File: src/rtl/i2s_adc_rx.sv
// rtl/i2s_adc_rx.sv - codec ADC I2S receiver with tape-in hysteresis slicer
module i2s_adc_rx #(
    parameter int DATA_BITS = 16,
    parameter int HYST      = 4,
    parameter int GLITCH    = 3
) (
    input  logic        clk24,
    input  logic        reset,
    input  logic        i_bck,
    input  logic        i_lrck,
    input  logic        i_adcdat,
    output logic [15:0] o_left,
    output logic [15:0] o_right,
    output logic        o_valid,
    output logic        o_sync_err,
    output logic        o_tapein
);

    localparam int CW = $clog2(DATA_BITS + 1);
    localparam logic [CW-1:0] LAST_CNT = CW'(DATA_BITS - 1);
    localparam logic [8:0] HI_TH = 9'(128 + HYST);
    localparam logic [8:0] LO_TH = 9'(128 - HYST);
    localparam logic [3:0] GLITCH_CNT = 4'(GLITCH);

    typedef enum logic [1:0] {
        S_HUNT  = 2'd0,
        S_SHIFT = 2'd1,
        S_PAD   = 2'd2
    } state_t;

    // Synchroniser stages; bck_d_q is the delayed copy used for edge detection
    logic bck_s1_q, bck_s2_q, bck_d_q;
    logic lrck_s1_q, lrck_s2_q;
    logic dat_s1_q, dat_s2_q;

    state_t                state_q;
    logic [CW-1:0]         bit_cnt_q;
    logic                  chan_q;
    logic [DATA_BITS-2:0]  shreg_q;
    logic                  lrck_prev_q;
    logic                  prev_ok_q;
    logic [15:0]           left_hold_q;
    logic                  left_ok_q;
    logic [15:0]           o_left_q;
    logic [15:0]           o_right_q;
    logic                  valid_q;
    logic                  sync_err_q;
    logic [3:0]            run_q;
    logic                  tapein_q;

    logic                  bck_rise;
    logic                  lr_change;
    logic [DATA_BITS-1:0]  shreg_d;
    logic [15:0]           word_d;
    logic [7:0]            line8;
    logic                  is_hi;
    logic                  is_lo;
    logic                  run_hit;

    // Bring the three asynchronous codec lines into the clk24 domain
    always_ff @(posedge clk24) begin
        if (reset) begin
            bck_s1_q  <= 1'b0;
            bck_s2_q  <= 1'b0;
            bck_d_q   <= 1'b0;
            lrck_s1_q <= 1'b0;
            lrck_s2_q <= 1'b0;
            dat_s1_q  <= 1'b0;
            dat_s2_q  <= 1'b0;
        end else begin
            bck_s1_q  <= i_bck;
            bck_s2_q  <= bck_s1_q;
            bck_d_q   <= bck_s2_q;
            lrck_s1_q <= i_lrck;
            lrck_s2_q <= lrck_s1_q;
            dat_s1_q  <= i_adcdat;
            dat_s2_q  <= dat_s1_q;
        end
    end

    // Edge/word decode; a change needs one earlier BCK rise to compare against
    always_comb begin
        bck_rise  = bck_s2_q & ~bck_d_q;
        lr_change = prev_ok_q & (lrck_s2_q != lrck_prev_q);
        shreg_d   = {shreg_q, dat_s2_q};
        word_d    = 16'(shreg_d) << (16 - DATA_BITS);
        line8     = {~o_left_q[15], o_left_q[14:8]};
        is_hi     = {1'b0, line8} > HI_TH;
        is_lo     = {1'b0, line8} < LO_TH;
        run_hit   = tapein_q ? is_lo : is_hi;
    end

    // Framing FSM: hunts for LRCK, shifts a word, pads out the slot, pairs L/R
    always_ff @(posedge clk24) begin
        if (reset) begin
            state_q     <= S_HUNT;
            bit_cnt_q   <= '0;
            chan_q      <= 1'b0;
            shreg_q     <= '0;
            lrck_prev_q <= 1'b0;
            prev_ok_q   <= 1'b0;
            left_hold_q <= 16'h0000;
            left_ok_q   <= 1'b0;
            o_left_q    <= 16'h0000;
            o_right_q   <= 16'h0000;
            valid_q     <= 1'b0;
            sync_err_q  <= 1'b0;
        end else begin
            valid_q    <= 1'b0;
            sync_err_q <= 1'b0;
            if (bck_rise) begin
                lrck_prev_q <= lrck_s2_q;
                prev_ok_q   <= 1'b1;
                case (state_q)
                    S_HUNT: begin
                        if (lr_change) begin
                            state_q   <= S_SHIFT;
                            bit_cnt_q <= '0;
                            chan_q    <= lrck_s2_q;
                        end
                    end
                    S_SHIFT: begin
                        if (lr_change) begin
                            // Truncated word: this rise is the new slot's delay bit
                            sync_err_q <= 1'b1;
                            left_ok_q  <= 1'b0;
                            bit_cnt_q  <= '0;
                            chan_q     <= lrck_s2_q;
                        end else begin
                            shreg_q   <= shreg_d[DATA_BITS-2:0];
                            bit_cnt_q <= bit_cnt_q + 1'b1;
                            if (bit_cnt_q == LAST_CNT) begin
                                state_q <= S_PAD;
                                if (!chan_q) begin
                                    left_hold_q <= word_d;
                                    left_ok_q   <= 1'b1;
                                end else if (left_ok_q) begin
                                    o_left_q  <= left_hold_q;
                                    o_right_q <= word_d;
                                    valid_q   <= 1'b1;
                                    left_ok_q <= 1'b0;
                                end
                            end
                        end
                    end
                    S_PAD: begin
                        if (lr_change) begin
                            state_q   <= S_SHIFT;
                            bit_cnt_q <= '0;
                            chan_q    <= lrck_s2_q;
                        end
                    end
                    default: begin
                        state_q <= S_HUNT;
                    end
                endcase
            end
        end
    end

    // Tape slicer: toggle only after GLITCH consecutive frames past the far threshold
    always_ff @(posedge clk24) begin
        if (reset) begin
            run_q    <= 4'd0;
            tapein_q <= 1'b0;
        end else if (valid_q) begin
            if (run_hit) begin
                if (run_q + 4'd1 >= GLITCH_CNT) begin
                    run_q    <= 4'd0;
                    tapein_q <= ~tapein_q;
                end else begin
                    run_q <= run_q + 4'd1;
                end
            end else begin
                run_q <= 4'd0;
            end
        end
    end

    assign o_left     = o_left_q;
    assign o_right    = o_right_q;
    assign o_valid    = valid_q;
    assign o_sync_err = sync_err_q;
    assign o_tapein   = tapein_q;

endmodule

File: config.mk
export PLATFORM = sky130hd
export DESIGN_NAME = i2s_adc_rx
export DESIGN_NICKNAME = d
export VERILOG_FILES = /design/src/rtl/i2s_adc_rx.sv
export SDC_FILE = /design/constraint.sdc
export NUM_CORES = 1
export LEC_CHECK = 0
export BUFFER_PORTS_ARGS = -buffer_cell sky130_fd_sc_hd__buf_2
export CELL_PAD_IN_SITES_DETAIL_PLACEMENT = 1
export CELL_PAD_IN_SITES_GLOBAL_PLACEMENT = 1
export CORE_AREA = 2 2 102 104
export CTS_BUF_LIST = sky130_fd_sc_hd__clkbuf_16
export CTS_CLUSTER_DIAMETER = 50
export DETAILED_ROUTE_END_ITERATION = 12
export DIE_AREA = 0 0 104 106
export GPL_TIMING_DRIVEN = 0
export MAX_ROUTING_LAYER = met4
export PLACE_DENSITY = 0.75
export SLEW_MARGIN = 40
export SYNTH_ARGS = -nofsm -noshare
export SYNTH_HDL_FRONTEND = slang
export SYNTH_SLANG_ARGS = --single-unit
export TNS_END_PERCENT = 10
File: constraint.sdc
create_clock -name clk24 -period 5.36 [get_ports clk24]
set_clock_uncertainty 0.05 [all_clocks]
set_input_delay 0.268 -clock clk24 [delete_from_list [all_inputs] [get_ports clk24]]
set_output_delay 0.268 -clock clk24 [all_outputs]
set_load 0.01 [all_outputs]
==> impl_metrics.toml <==
[drt]
vias = 2735
drt_pass1_iterations = 5
route.detailed.drc = 0
viasPerCell = 4.81
drt-initial-drc-count = 93
final_antenna_net_count = 0
wire_per_inst_um = 14.8
drt-total-wl_um = 8450

[power]
powerDensity_nw_per_um2 = 329
peakVddDrop_mv = 0.135
power_leakage_nw = 1.44
p_total_w = 0.00133

[global_routing]
track_usage = 0.167
grt_start_max_net_pins = 15
antenna_found_initial = 0
grt_pass1_vias = 2878
overflow = 0
grt_pass1_wl_um = 14400

[synthesis]
synth_flop_cell = "dfxtp_1"
ys_warn_count = 0
syn_area_sq_um = 3390
yosysSeqAreaShare = 0.520
synth_fp_nets = 388
synthArstFlopShare = 0
syn_area_per_cell_sq_um = 8.94
synthDistinctLibCells = 45
synth_cells = 379
yosys_register_bits = 88
synth_edf_count = 0

[cells_and_area]
utilization = 0.406
n_fill_cell = 1220
design_area_sq_um = 4060
layout-drive-gt1-share = 0.178
antenna_cells = 0
final_nets = 437
syn_to_final_growth_pct = 19.8

[die]
die_h_um = 106
initial_core_util = 0.339
io_pins = 40
core_sq_um = 10000
row_count = 37
die_width_um = 104
die_area_sq_um = 11000

[clock_tree]
cts.sinks = 88
insertion_delay_ns = 0.33
cts_setup_buffers = 0
cts_tree = "yes"
root_buffer = "clkbuf_16"
cts_buffer_depth = 2
h-tree-depth = 3
numCtsBuffers = 9
hold_buffers = 0
cts_resized = 0
path_clk_slew_ns = 0.06

[placed_design]
place_area_sq_um = 3750
numPortBuffers = 38
dp_hpwl_um = 6060
dp_slack_ns = 2.89
gp_congestion = 0.749

[timing]
tns_ns = 0
worst_pin_slew_ns = 0.730
max_freq_mhz = 394
post-route-min-period_ns = 2.54
setup_ws_ns = 2.82
drv_slew = 0
finalHoldViolCount = 0
fin_crit_sh = 0.473
finalSetupViolCount = 0
maxSlewHeadroom = 0.513
rsz0062_at_grt = "false"

[critical_path]
crit_fanout = 10
cpMostUsedCell = "ha_1"
r2r.worst_path.cells = 8
cp.required_ns = 5.56
startpoint_type = "register"
crit_path_cell_trace = "ha_1 > and3_1 > ha_1 > inv_1 > a2111oi_4 > clkbuf_1 > nand2_1 > a21oi_1"
crit_path_max_incr_delay_ns = 0.45
regToRegStartpoint = "bit_cnt_q[0]"
criticalPathCategory = "reg2reg"
crit_slowest_cell = "clkbuf_1"
endpoint_kind = "register"
crit_start = "bit_cnt_q[0]"
worst-path-stages = 8
critical_path_buf_inv_count = 2
crit_family = "buffers and inverters"
arrival_ns = 2.74

[worst_hold_path]
worstHoldStart = "i_adcdat"
whs_path_depth = 2
hold_class = "in2reg"

[flow_run]
max_cap_violations = 0

[run_status]
status = "completed"
-- layout make-up --
type	count	area, sq um	area share
Sequential cell	88	1760	0.434
Multi-Input combinational cell	262	1490	0.366
Clock buffer	9	225	0.0555
Timing Repair Buffer	38	190	0.0468
Tap cell	136	170	0.0419
Buffer	23	119	0.0293
Clock inverter	7	86.3	0.0213
Inverter	6	22.5	0.00555
-- flip-flops by register name, summed over array words and instances, names as in the netlist, 2 cells and up --
name	cells
o_left	16
bit_cnt_q	5
o_right	16
shreg_q	15
left_hold_q	16
run_q	4
state_q	2
-- routing by layer --
layer	part of all wire	GRT usage	vias up
li1	-	-	1379
met4	0.012	0.0569	0
met1	0.47	0.201	1304
met5	0	-	-
met3	0.027	0.0264	9
met2	0.49	0.286	43
-- per-stage QoR --
stage	hold WS, ns	instances
final	0.0953	569
after global routing	0.0985	569
after CTS	0.0926	569
after detailed placement	0.377	553
after global placement	0.369	553
after floorplan	0.346	379
-- layout by cell type, fill, tap and decap left out, types with 3 or more instances in the layout --
| master | netlist | routed |
|---|---|---|
| nand2_1 | 104 | 104 |
| dfxtp_1 | 88 | 88 |
| a21oi_1 | 45 | 45 |
| buf_2 | 5 | 43 |
| nor2_1 | 22 | 22 |
| mux2i_1 | 16 | 16 |
| clkbuf_1 | 11 | 11 |
| a21oi_2 | 10 | 10 |
| o21ai_0 | 9 | 9 |
| clkbuf_16 | 0 | 9 |
| nor2b_1 | 8 | 8 |
| inv_1 | 6 | 6 |
| ha_1 | 4 | 4 |
| buf_6 | 3 | 3 |
| buf_1 | 3 | 3 |
| nand3_1 | 3 | 3 |
| nand2b_1 | 3 | 3 |
| nand3b_1 | 3 | 3 |
-- final timing paths --
path         slack, ns        end
min                0.1   dat_s1_q
max reg2reg       2.82  o_left[1]
max               2.82  o_left[1]
min reg2reg       0.39   dat_s2_q
-- power breakdown --
part	internal, W	switching, W	total [W]	leakage [nW]
clock	0.000404	0.000246	0.000650	0.154
sequential	0.000657	0.00000232	0.000659	0.710
combinational	0.00000619	0.0000200	0.0000262	0.575
total	0.00107	0.000268	0.00133	1.44
-- synth_stat cells, drive strengths merged (2+ instances only) --
library cell	count	area, sq um
nand4	2	12.5
a21oi	56	329
nor2b	8	50.1
nand2b	3	18.8
o21ai	10	50.0
nand2	104	390
clkbuf	11	41.3
nor2	22	82.6
a2111oi	3	63.8
ha	4	50.1
nand3	3	15.0
inv	6	22.5
nor3b	2	15.0
a211oi	2	15.0
mux2i	16	160
o31ai	2	15.0
dfxtp	88	1760
buf	12	77.6
and3b	2	17.5
o2111ai	2	17.5
a2111o	2	25.0
nand3b	3	22.5
-- kinds of logic after synthesis --
family	synth area share
multiplexers	0.0473
buffers and inverters	0.0417
XOR/XNOR	0.00739
AO/OA/AOI/OAI	0.169
adder cells (fa/ha/maj)	0.0148
flip-flops	0.520
AND/OR/NAND/NOR	0.200
No activity file was read; power rests on OpenSTA's default activity.
